File: config.mk
export PLATFORM = sky130hd
export DESIGN_NAME = locked_register_bank_flat
export DESIGN_NICKNAME = d
export VERILOG_FILES = /design/src/rtl/locked_register_bank_if.sv /design/src/rtl/locked_register_bank.sv /design/src/flat_wrapper.sv
export SDC_FILE = /design/constraint.sdc
export NUM_CORES = 1
export LEC_CHECK = 0
export CAP_MARGIN = 0
export CORE_MARGIN = 2
export CORE_UTILIZATION = 50
export DETAILED_ROUTE_END_ITERATION = 8
export PLACE_DENSITY = 0.8
export SETUP_SLACK_MARGIN = 0.2
export SLEW_MARGIN = 5
export SYNTH_ARGS = -nofsm -noshare
export SYNTH_HDL_FRONTEND = slang
export SYNTH_SLANG_ARGS = --single-unit
File: constraint.sdc
create_clock -name Clk -period 3.57 [get_ports Clk]
set_input_delay 0.357 -clock Clk [delete_from_list [all_inputs] [get_ports Clk]]
set_output_delay 0.357 -clock Clk [all_outputs]
set_load 0.01 [all_outputs]
File: src/rtl/locked_register_bank_if.sv
// Config-bus bundle for locked_register_bank: write/lock/read strobes, scan and
// debug-unlock controls, and the read data and status outputs.
interface locked_register_bank_if #(
    parameter int NUM_REGS   = 4,
    parameter int DATA_WIDTH = 16,
    parameter int ADDR_WIDTH = $clog2(NUM_REGS),
    parameter int KEY_WIDTH  = 32
);
    logic                  write;
    logic [ADDR_WIDTH-1:0] wr_addr;
    logic [DATA_WIDTH-1:0] Data_in;
    logic                  lock;
    logic [ADDR_WIDTH-1:0] lock_addr;
    logic [ADDR_WIDTH-1:0] rd_addr;
    logic                  scan_mode;
    logic                  dbg_unlock_req;
    logic [KEY_WIDTH-1:0]  dbg_key;
    logic                  dbg_exit;
    logic [DATA_WIDTH-1:0] Data_out;
    logic [NUM_REGS-1:0]   lock_status;
    logic                  debug_unlocked;
    logic                  dbg_lockout;
    logic                  write_error;

    modport master (
        output write, wr_addr, Data_in, lock, lock_addr, rd_addr, scan_mode,
               dbg_unlock_req, dbg_key, dbg_exit,
        input  Data_out, lock_status, debug_unlocked, dbg_lockout, write_error
    );

    modport slave (
        input  write, wr_addr, Data_in, lock, lock_addr, rd_addr, scan_mode,
               dbg_unlock_req, dbg_key, dbg_exit,
        output Data_out, lock_status, debug_unlocked, dbg_lockout, write_error
    );
endinterface

File: src/rtl/locked_register_bank.sv
// Bank of write-lockable config registers with scan-entry clearing.
// Define LOCKED_REG_DEBUG_UNLOCK_EN to build the key-authenticated debug unlock FSM.
module locked_register_bank #(
    parameter int                   NUM_REGS     = 4,
    parameter int                   DATA_WIDTH   = 16,
    parameter int                   ADDR_WIDTH   = $clog2(NUM_REGS),
    parameter int                   KEY_WIDTH    = 32,
    parameter logic [KEY_WIDTH-1:0] DEBUG_KEY    = 32'hA5C3_0F1E,
    parameter int                   MAX_ATTEMPTS = 3
) (
    input logic                   Clk,
    input logic                   reset,
    locked_register_bank_if.slave bus
);
    logic [DATA_WIDTH-1:0] regs_q [NUM_REGS];
    logic [DATA_WIDTH-1:0] regs_d [NUM_REGS];
    logic [NUM_REGS-1:0]   lock_status_q, lock_status_d;
    logic [DATA_WIDTH-1:0] data_out_q, data_out_d;
    logic                  write_error_q, write_error_d;
    logic                  scan_q, scan_d;

    logic wr_ok, lock_ok, rd_ok;
    logic scan_entry, wr_accept, dbg_unlocked;

    // Address range checks collapse to constants when the address space is fully populated.
    if (NUM_REGS == (1 << ADDR_WIDTH)) begin : g_full_map
        assign wr_ok   = 1'b1;
        assign lock_ok = 1'b1;
        assign rd_ok   = 1'b1;
    end else begin : g_part_map
        assign wr_ok   = (int'(bus.wr_addr) < NUM_REGS);
        assign lock_ok = (int'(bus.lock_addr) < NUM_REGS);
        assign rd_ok   = (int'(bus.rd_addr) < NUM_REGS);
    end

`ifdef LOCKED_REG_DEBUG_UNLOCK_EN
    typedef enum logic [1:0] {
        DBG_LOCKED   = 2'd0,
        DBG_CHECK    = 2'd1,
        DBG_UNLOCKED = 2'd2,
        DBG_LOCKOUT  = 2'd3
    } dbg_state_e;

    dbg_state_e           state_q, state_d;
    logic [3:0]           fail_cnt_q, fail_cnt_d;
    logic [KEY_WIDTH-1:0] key_q, key_d;
    logic [3:0]           fail_next;

    assign fail_next = fail_cnt_q + 4'd1;

    always_comb begin
        state_d    = state_q;
        fail_cnt_d = fail_cnt_q;
        key_d      = key_q;
        unique case (state_q)
            DBG_LOCKED: begin
                if (bus.dbg_unlock_req && !bus.scan_mode) begin
                    key_d   = bus.dbg_key;
                    state_d = DBG_CHECK;
                end
            end
            // Key is compared from its register, never straight from the port.
            DBG_CHECK: begin
                if (key_q == DEBUG_KEY) begin
                    fail_cnt_d = 4'd0;
                    state_d    = DBG_UNLOCKED;
                end else begin
                    fail_cnt_d = fail_next;
                    state_d    = (fail_next == 4'(MAX_ATTEMPTS)) ? DBG_LOCKOUT : DBG_LOCKED;
                end
            end
            DBG_UNLOCKED: begin
                if (bus.dbg_exit || bus.scan_mode) state_d = DBG_LOCKED;
            end
            DBG_LOCKOUT: state_d = DBG_LOCKOUT;
            default:     state_d = DBG_LOCKED;
        endcase
    end

    always_ff @(posedge Clk or posedge reset) begin
        if (reset) begin
            state_q    <= DBG_LOCKED;
            fail_cnt_q <= 4'd0;
            key_q      <= '0;
        end else begin
            state_q    <= state_d;
            fail_cnt_q <= fail_cnt_d;
            key_q      <= key_d;
        end
    end

    assign dbg_unlocked       = (state_q == DBG_UNLOCKED);
    assign bus.dbg_lockout    = (state_q == DBG_LOCKOUT);
`else
    logic unused_dbg;
    assign unused_dbg = ^{bus.dbg_unlock_req, bus.dbg_key, bus.dbg_exit,
                          DEBUG_KEY, 4'(MAX_ATTEMPTS)};

    assign dbg_unlocked    = 1'b0;
    assign bus.dbg_lockout = 1'b0;
`endif

    // Write is judged against the pre-edge lock bit, so a same-cycle lock still lets it land.
    always_comb begin
        scan_entry = bus.scan_mode && !scan_q;
        wr_accept  = bus.write && wr_ok && !bus.scan_mode &&
                     (!lock_status_q[bus.wr_addr] || dbg_unlocked);

        regs_d = regs_q;
        if (scan_entry) begin
            for (int i = 0; i < NUM_REGS; i++) regs_d[i] = '0;
        end else if (wr_accept) begin
            regs_d[bus.wr_addr] = bus.Data_in;
        end

        lock_status_d = lock_status_q;
        if (bus.lock && lock_ok) lock_status_d[bus.lock_addr] = 1'b1;

        write_error_d = bus.write && !wr_accept;
        data_out_d    = rd_ok ? regs_q[bus.rd_addr] : '0;
        scan_d        = bus.scan_mode;
    end

    always_ff @(posedge Clk or posedge reset) begin
        if (reset) begin
            regs_q        <= '{default: '0};
            lock_status_q <= '0;
            data_out_q    <= '0;
            write_error_q <= 1'b0;
            scan_q        <= 1'b0;
        end else begin
            regs_q        <= regs_d;
            lock_status_q <= lock_status_d;
            data_out_q    <= data_out_d;
            write_error_q <= write_error_d;
            scan_q        <= scan_d;
        end
    end

    assign bus.Data_out       = data_out_q;
    assign bus.lock_status    = lock_status_q;
    assign bus.write_error    = write_error_q;
    assign bus.debug_unlocked = dbg_unlocked;
endmodule

File: src/flat_wrapper.sv
// flat-port wrapper written by rule: the top's interface ports become plain ports
module locked_register_bank_flat 
#(
    parameter int                   NUM_REGS     = 4,
    parameter int                   DATA_WIDTH   = 16,
    parameter int                   ADDR_WIDTH   = $clog2(NUM_REGS),
    parameter int                   KEY_WIDTH    = 32,
    parameter logic [KEY_WIDTH-1:0] DEBUG_KEY    = 32'hA5C3_0F1E,
    parameter int                   MAX_ATTEMPTS = 3
)
  (Clk, reset, bus_write, bus_wr_addr, bus_Data_in, bus_lock, bus_lock_addr, bus_rd_addr, bus_scan_mode, bus_dbg_unlock_req, bus_dbg_key, bus_dbg_exit, bus_Data_out, bus_lock_status, bus_debug_unlocked, bus_dbg_lockout, bus_write_error);
  locked_register_bank_if #(.NUM_REGS(NUM_REGS), .DATA_WIDTH(DATA_WIDTH), .ADDR_WIDTH(ADDR_WIDTH), .KEY_WIDTH(KEY_WIDTH)) bus_i ();
  input logic Clk;
  input logic reset;
  input wire logic [$bits(bus_i.write)-1:0] bus_write;
  input wire logic [$bits(bus_i.wr_addr)-1:0] bus_wr_addr;
  input wire logic [$bits(bus_i.Data_in)-1:0] bus_Data_in;
  input wire logic [$bits(bus_i.lock)-1:0] bus_lock;
  input wire logic [$bits(bus_i.lock_addr)-1:0] bus_lock_addr;
  input wire logic [$bits(bus_i.rd_addr)-1:0] bus_rd_addr;
  input wire logic [$bits(bus_i.scan_mode)-1:0] bus_scan_mode;
  input wire logic [$bits(bus_i.dbg_unlock_req)-1:0] bus_dbg_unlock_req;
  input wire logic [$bits(bus_i.dbg_key)-1:0] bus_dbg_key;
  input wire logic [$bits(bus_i.dbg_exit)-1:0] bus_dbg_exit;
  output wire logic [$bits(bus_i.Data_out)-1:0] bus_Data_out;
  output wire logic [$bits(bus_i.lock_status)-1:0] bus_lock_status;
  output wire logic [$bits(bus_i.debug_unlocked)-1:0] bus_debug_unlocked;
  output wire logic [$bits(bus_i.dbg_lockout)-1:0] bus_dbg_lockout;
  output wire logic [$bits(bus_i.write_error)-1:0] bus_write_error;
  assign bus_i.write = bus_write;
  assign bus_i.wr_addr = bus_wr_addr;
  assign bus_i.Data_in = bus_Data_in;
  assign bus_i.lock = bus_lock;
  assign bus_i.lock_addr = bus_lock_addr;
  assign bus_i.rd_addr = bus_rd_addr;
  assign bus_i.scan_mode = bus_scan_mode;
  assign bus_i.dbg_unlock_req = bus_dbg_unlock_req;
  assign bus_i.dbg_key = bus_dbg_key;
  assign bus_i.dbg_exit = bus_dbg_exit;
  assign bus_Data_out = bus_i.Data_out;
  assign bus_lock_status = bus_i.lock_status;
  assign bus_debug_unlocked = bus_i.debug_unlocked;
  assign bus_dbg_lockout = bus_i.dbg_lockout;
  assign bus_write_error = bus_i.write_error;
  locked_register_bank #(.NUM_REGS(NUM_REGS), .DATA_WIDTH(DATA_WIDTH), .ADDR_WIDTH(ADDR_WIDTH), .KEY_WIDTH(KEY_WIDTH), .DEBUG_KEY(DEBUG_KEY), .MAX_ATTEMPTS(MAX_ATTEMPTS)) u_core (.Clk(Clk), .reset(reset), .bus(bus_i));
endmodule
# == Yosys cells after proc, flatten, opt, wreduce, memory -nomap -nowiden ==
# Cells that the tools add are included.
# word_totals
reg_bits,86
latch_bits,0
mem_bits_rw,0
mem_bits_ro,0
in_bits,61
out_inout_bits,23
wordCells,40
n_memories,0
# classes
n_addsub,0
n_mul,0
n_div,0
magnitude_cmp,6
eq_ne,0
shifts,0
mux,12
bitwise,3
reduce_logical,11
# ops
cell,n
$mux 64,2
$bwmux 64,1
$mux 16,3
$bmux 16 s2,1
$demux 16 s2,1
$ge 3x3->1 const B,2
$logic_and 1x1->1,6
$lt 2x3->1 const B,2
$not 2->3,2
$logic_not 1->1,4
$or 4x4->4,1
$lt 3x1->1 const B,1
$bmux 1 s2,1
$demux 1 s2,1
$ge 2x1->1 const B,1
$mux 1,2
$reduce_bool 2->1,1

# == Longest topological paths before layout ==
# Gate-level depths: netlist of run 1.
# depth
word_depth,8
depth_mapped,5
mapped_depth_nobuf,3

# == Worst setup path after synthesis of run 1 ==
# OpenSTA, ideal clock, no wires.
# synth_path
kind,input -> register
startpoint,input port bus_rd_addr[1]
endpoint,register u_core.data_out_q[10] (netlist: u_core.bus.Data_out[10])
setup_time_ps,138
t_arrival_ps,1291
t_required_ps,3432
path_slack_ps,2140
cell_stages,3
n_path_buf,2
cell_sequence,buf_2 > buf_4 > mux4_2
# synth_via
elab_chain_len,4
# synth_lines
element,line,text
start: declaration,flat_wrapper.sv:20,input wire logic [$bits(bus_i.rd_addr)-1:0] bus_rd_addr;
$not 2->3 (not written as such),locked_register_bank.sv:120,data_out_d = rd_ok ? regs_q[bus.rd_addr] : '0;
$bmux 16 s2,locked_register_bank.sv:120,
$mux 16 (not written as such) (2 in series),locked_register_bank.sv:120,
via u_core.data_out_d[10],locked_register_bank.sv:18,"logic [DATA_WIDTH-1:0] data_out_q, data_out_d;"
end signal: assignment,locked_register_bank.sv:134,data_out_q <= data_out_d;
end: declaration,locked_register_bank.sv:18,
# The timed path passes the listed nets, and every way through them passes these cells. The select of a mux whose other input is x is not followed.
# A chain may end at the register's enable or synchronous reset.

# == Worst setup path after layout of run 1 ==
# layout_path
startpoint,input port bus_scan_mode
endpoint,register u_core.regs_q[31] in the netlist's numbering
# layout_via
elab_chain_len,4
word_cells_on_any_way,6
classes_between,mux (1); reduce/logical (5)
# layout_lines
element,line,text
start: declaration,flat_wrapper.sv:21,input wire logic [$bits(bus_i.scan_mode)-1:0] bus_scan_mode;
$logic_not 1->1,locked_register_bank.sv:106,wr_accept = bus.write && wr_ok && !bus.scan_mode &&
$logic_and 1x1->1 (2 in series),locked_register_bank.sv:106,
$reduce_bool 2->1 (no line),-,
end signal: assignment,locked_register_bank.sv:132,regs_q <= regs_d;
end: declaration,locked_register_bank.sv:15,logic [DATA_WIDTH-1:0] regs_q [NUM_REGS];
# Several ways; a longest one is shown, not always the timed one.

==> flow_summary_export.csv, run 1 <==
group,metric,value,unit
outcome,status,"finished, final reports clean",
synthesis,synth_cell_types,21,
worst_setup_path,critical_path.endpoint_type,"register",
clock_tree,tritoncts,"yes",
floorplanning,die_y,90.2,µm
synthesis,ys_seq_area_frac,0.579,
global_route,grt_pass1_wl,14700,µm
run,maxCapViolations,0,
hold_path,worst_hold_path_type,"primary input to async pin",
worst_setup_path,crit_path_max_fanout,19,
global_route,grt-ovfl-total,0,
placed_design,place.gp.congestion,0.813,
sta,fin_tns_setup,0,ns
synthesis,synth-main-ff-cell,"dfrtp_1",
floorplanning,boundaryPins,84,
worst_setup_path,cp.arrival,2.21,ns
placed_design,io_buffers,47,
final_layout,post_route_cells_drive_above_1_share,0.123,
power_and_ir_drop,peakVddDrop,210,µV
synthesis,ys_ff_latch,86,
global_route,grt_start_max_net_pins,66,
worst_setup_path,worstPathRequired,3.80,ns
final_layout,fillers,566,
drt,ant_nets,0,
clock_tree,post_cts_resized,0,
floorplanning,core-area,0.00721,mm²
placed_design,pre_cts_ws,1.24,ns
drt,drc_errors,0,
clock_tree,root_buffer,"clkbuf_8",
sta,slew_viol_final,0,
sta,tightestPinTransition,1.23,ns
drt,vias,2846,
clock_tree,hold_buffers,0,
synthesis,syn_area,0.00371,mm²
sta,fmax,506,MHz
final_layout,multi_input_area,0.00141,mm²
sta,period_needed,1.98,ns
floorplanning,die_w,90.2,µm
clock_tree,cts.sinks,86,
clock_tree,cts_setup_buffers,0,
worst_setup_path,critical_path_class,"primary input to register",
synthesis,synthTopCellsByCount,"86 x dfrtp_1, 65 x nand2_1, 63 x nand3_1",
clock_tree,cts_buffer_depth,2,
floorplanning,start_util,0.515,
placed_design,hpwlAfterDp,5360,µm
synthesis,yosys.area_share.xor_xnor,0,
synthesis,synth_top_area_cell,"dfrtp_1",
synthesis,netlist_top_cells_area,"dfrtp_1 58%, mux4_2 10%, nand3_1 8.5%",
sta,rsz0062_at_grt,"false",
power_and_ir_drop,power.density,431,mW/mm²
power_and_ir_drop,p_total,0.00193,W
global_route,grt_pass1_vias,2931,
synthesis,ys_warn_count,0,
sta,timing.slew.headroom,0.178,
worst_setup_path,worst_setup_path_start_kind,"primary input",
synthesis,synth-edff-count,0,
sta,setup_viol,0,
sta,timing.final.crit_share,0.554,
clock_tree,cts.clk_slew.worst_paths,0.08,ns
sta,skew,0.00416,ns
power_and_ir_drop,p_leak,1.89,nW
floorplanning,dieArea,0.00814,mm²
clock_tree,cts_max_level,3,
final_layout,regArea,0.00215,mm²
global_route,antenna_found_initial,0,
floorplanning,rows,31,
sta,finalHoldViolations,0,
final_layout,finalNetCount,446,
synthesis,synth.top_cell.area_share,0.579,
synthesis,synth_mux_area_frac,0.103,
drt,wl_per_cell,18.1,µm
final_layout,area_delta_synth_final,20.8,%
synthesis,avgSynthCellArea,10.7,µm²
clock_tree,cts_buffers,9,
final_layout,antenna_cells,0,
drt,initialDrtViolationCount,400,
synthesis,synthAdderAreaFrac,0,
placed_design,dp_cells,473,
synthesis,synth_cells,346,
synthesis,async_reset_ff_frac,1.00,
synthesis,synth_top_family_by_area,"simple AND/OR/NAND/NOR gates",
synthesis,yosysMostFrequentCell,"dfrtp_1",
sta,layout_setup_ws,1.59,ns
synthesis,synth-simple-area-share,0.175,
clock_tree,worst_skew_pair.late_latency,0.36,ns
placed_design,placed_area,0.00424,mm²
drt,dr.pass1.iters,5,
final_layout,layout.cells.non_filler,489,
drt,vias_per_cell,5.82,
global_route,grtUsageTotal,0.228,
drt,drt_wl_total,8840,µm
final_layout,stdcell_area,0.00449,mm²
synthesis,synth_compound_area_frac,0.0963,
[path summary, 6_finish.rpt]
path,slack [ns],to,from,cells past startpoint
max,1.59,u_core.regs_q[31],bus_scan_mode,4
min,0.47,u_core.regs_q[26],reset,2
max reg2reg,1.86,u_core.regs_q[31],u_core.scan_q,3
min reg2reg,0.52,u_core.regs_q[23],u_core.regs_q[23],2
max in group asynchronous,2.33,u_core.regs_q[4],reset,3
min in group Clk,0.52,u_core.regs_q[23],u_core.regs_q[23],2
[sequential cells by signal, summed over array words and instances (netlist names)]
signal / flops
u_core.bus.write_error: 1
u_core.bus.lock_status: 4
u_core.scan_q: 1
u_core.bus.Data_out: 16
u_core.regs_q: 64
[cells by family after synthesis]
kind of cell,count (synthesis)
AOI/OAI and AO/OA,69
buffers and inverters,32
and+or+nand+nor,141
muxes,17
other,1
DFF,86
[area by class of cell]
cell class                      count  share of cell area
Clock buffer                       13              0.0354
Sequential cell                    86               0.480
Tap cell                           99              0.0276
Multi-Input combinational cell    229               0.314
Timing Repair Buffer               57               0.122
Clock inverter                      3              0.0201
Inverter                            2             0.00195
[placed cells by master (no fill, tap or decap)]
cell	Yosys	final
o21ai_1	34	34
clkdlybuf4s50_1	0	47
nand2b_1	2	1
nor2b_1	2	2
conb_1	1	2
clkbuf_8	0	11
buf_4	6	10
and3b_1	1	1
dfrtp_1	86	86
inv_1	2	1
and2_2	2	2
and2_4	2	2
nor3b_4	0	1
bufinv_16	0	3
o21a_1	1	1
mux4_2	17	17
nand3_1	63	63
o21bai_1	4	4
clkinv_2	0	1
clkbuf_1	5	2
nand2b_2	0	1
nor2_1	2	2
o21ai_0	30	30
nand2_1	65	65
nand4_1	1	1
[layer usage]
metal	vias to the layer above	track usage	part of all wire
met1	1398	0.301	0.41
met5	-	0	0
li1	1280	-	-
met2	150	0.362	0.50
met3	18	0.0386	0.077
met4	0	0.127	0.018
[where the power goes]
part | internal [W] | switching (W) | leakage (nW)
logic | 0.0000426 | 0.0000692 | 0.590
clock network | 0.000504 | 0.000342 | 0.124
registers | 0.000975 | 0.000000841 | 1.18
total | 0.00152 | 0.000412 | 1.89
[stage by stage]
stage	hold WS [ns]	utilization
floorplan	0.388	-
global placement	0.500	0.588
detailed placement	0.507	0.588
CTS	0.498	0.622
global route	0.535	0.622
finish	0.473	0.622
[critical path, cell delays in order]
cell             delay (ns)
clkdlybuf4s50_1        0.52
and3b_1                0.75
and2_4                 0.42
o21ai_0                0.14
Power figures use the tool's default switching activity.
==> run 2: changes to the inputs <==
==> constraint.sdc (replaced) <==
create_clock -name Clk -period 2.05 [get_ports Clk]
set_input_delay 0.205 -clock Clk [delete_from_list [all_inputs] [get_ports Clk]]
set_output_delay 0.205 -clock Clk [all_outputs]
set_load 0.01 [all_outputs]
==> run 2 against run 1 <==
Wire length increased by 1.6%. Count of clock-buffer cells in the layout decreased by 4. Power increased by 66%. Clock power increased by 55%. Sequential power increased by 74%. Die area unchanged.
==> flow_summary_export.csv, run 2 (synthesized netlist as in run 1, its figures left out) <==
group,metric,value,unit
global_route,grt_pass1_wl,15100,µm
worst_setup_path,r2r_slack,0.63,ns
hold_path,worst_hold_path_type,"primary input to async pin",
drt,vias_per_cell,5.92,
drt,drt_wl_total,8980,µm
drt,ant_nets,0,
worst_setup_path,critPathTopFamily,"buffers and inverters",
clock_tree,hold_buffers,0,
sta,timing.final.crit_share,0.756,
power_and_ir_drop,p_leak,1.89,nW
worst_setup_path,worstReg2RegStart,"u_core.scan_q",
power_and_ir_drop,p_total,0.00322,W
clock_tree,cts_max_level,3,
power_and_ir_drop,peakVddDrop,311,µV
sta,fin_tns_setup,0,ns
placed_design,pre_cts_ws,0.247,ns
floorplanning,rows,31,
global_route,grt-ovfl-total,0,
power_and_ir_drop,power.density,710,mW/mm²
sta,period_needed,1.55,ns
sta,slew_viol_final,0,
global_route,antenna_found_initial,0,
sta,timing.slew.headroom,0.557,
global_route,use_met3,0.0327,
clock_tree,cts_buffers,9,
global_route,use_met1,0.298,
global_route,grt_start_max_net_pins,66,
global_route,met2_usage,0.400,
worst_setup_path,timing.rr.end,"u_core.regs_q[36]",
sta,fmax,645,MHz
final_layout,antenna_cells,0,
floorplanning,dieArea,0.00814,mm²
drt,dr.pass1.iters,5,
sta,layout_setup_ws,0.499,ns
floorplanning,start_util,0.515,
worst_setup_path,critical_path.endpoint_type,"output pin",
final_layout,fillers,566,
final_layout,largest-register,"u_core.regs_q",
final_layout,mostFrequentLayoutCells,"86 x dfrtp_1, 65 x nand2_1, 63 x nand3_1",
clock_tree,cts.sinks,86,
floorplanning,boundaryPins,84,
final_layout,finalNetCount,450,
sta,setup_viol,0,
drt,drc_errors,0,
worst_setup_path,cpMaxStageDelayCell,"clkdlybuf4s50_1",
worst_setup_path,cp.arrival,1.35,ns
placed_design,hpwlAfterDp,5480,µm
floorplanning,die_w,90.2,µm
clock_tree,worst_skew_pair.late_latency,0.37,ns
global_route,grt_pass1_vias,3005,
clock_tree,root_buffer,"clkbuf_8",
final_layout,utilization,0.628,
clock_tree,post_cts_resized,0,
drt,vias,2918,
final_layout,area_delta_synth_final,22.0,%
floorplanning,die_y,90.2,µm
sta,finalHoldViolations,0,
outcome,status,"finished, final reports clean",
sta,tightestPinTransition,0.665,ns
worst_setup_path,worst-path-buf-inv,1,
worst_setup_path,worst_setup_path_start_kind,"register",
placed_design,io_buffers,47,
clock_tree,cts_buffer_depth,2,
drt,wl_per_cell,18.2,µm
clock_tree,tritoncts,"yes",
global_route,top_usage_layer,"met2",
global_route,grtUsageTotal,0.235,
worst_setup_path,critical_path_class,"register to output pin",
run,maxCapViolations,0,
worst_setup_path,path_cells,"clkdlybuf4s50_1",
final_layout,post_route_cells_drive_above_1_share,0.137,
drt,initialDrtViolationCount,370,
placed_design,place.gp.congestion,0.810,
worst_setup_path,slowest_delay,0.56,ns
clock_tree,cts_setup_buffers,0,
clock_tree,cts.clk_slew.worst_paths,0.08,ns
final_layout,largest_register_ffs,64,
worst_setup_path,worstRegToRegCells,4,
floorplanning,core-area,0.00721,mm²
sta,skew,0.0130,ns
worst_setup_path,crit_path_max_fanout,4,
sta,rsz0062_at_grt,"false",
worst_setup_path,worstPathRequired,1.85,ns
final_layout,final_common_cell,"dfrtp_1",
==> run 2: cell count changes in the layout (fill, tap and decap cells not counted) <==
| cell | previous run | this run |
|---|---|---|
| clkinvlp_4 | 0 | 5 |
| clkbuf_1 | 2 | 0 |
| buf_4 | 10 | 11 |
| buf_12 | 0 | 3 |
| clkinv_2 | 1 | 0 |
| clkbuf_8 | 11 | 9 |
| bufinv_16 | 3 | 2 |
| clkinv_4 | 0 | 1 |
==> run 2: area by class of cell <==
class,instances,area [µm²],area share
flip-flops and latches,86,2150,0.475
well taps,99,124,0.0273
clock inverters,7,98.8,0.0218
multi-input cells,229,1410,0.311
repair buffers,61,613,0.135
clock buffers,9,124,0.0273
inverters,2,11.3,0.00248
==> run 2: stage by stage <==
step | instances | area [µm²] | hold slack, ns
floorplan | 347 | 3720 | 0.236
global placement | 477 | 4310 | 0.500
detailed placement | 477 | 4310 | 0.508
CTS | 493 | 4530 | 0.256
global route | 493 | 4530 | 0.282
finish | 493 | 4530 | 0.239
==> run 2: worst max path at each step <==
stage                              startpoint            endpoint  slack [ns]  cells after the start
floorplan           u_core.bus.lock_status[0]   u_core.regs_q[49]        0.75                      4
global placement                bus_scan_mode   u_core.regs_q[46]        0.34                      5
detailed placement              bus_scan_mode   u_core.regs_q[15]        0.25                      5
CTS                 u_core.bus.lock_status[0]  bus_lock_status[0]        0.49                      1
global route                    bus_scan_mode   u_core.regs_q[57]        0.46                      5
finish              u_core.bus.lock_status[0]  bus_lock_status[0]        0.50                      1
==> run 2: power breakdown <==
part           internal (W)  leakage (nW)  switching, W
Clock              0.000687        0.0977      0.000621
Sequential          0.00170          1.18    0.00000137
Combinational     0.0000867         0.619      0.000124
Total               0.00247          1.89      0.000747
==> run 2: layer usage <==
metal,wire [µm],part of all wire
met2,4770,0.53
met3,594,0.066
met1,3440,0.38
met5,0,0
met4,181,0.020
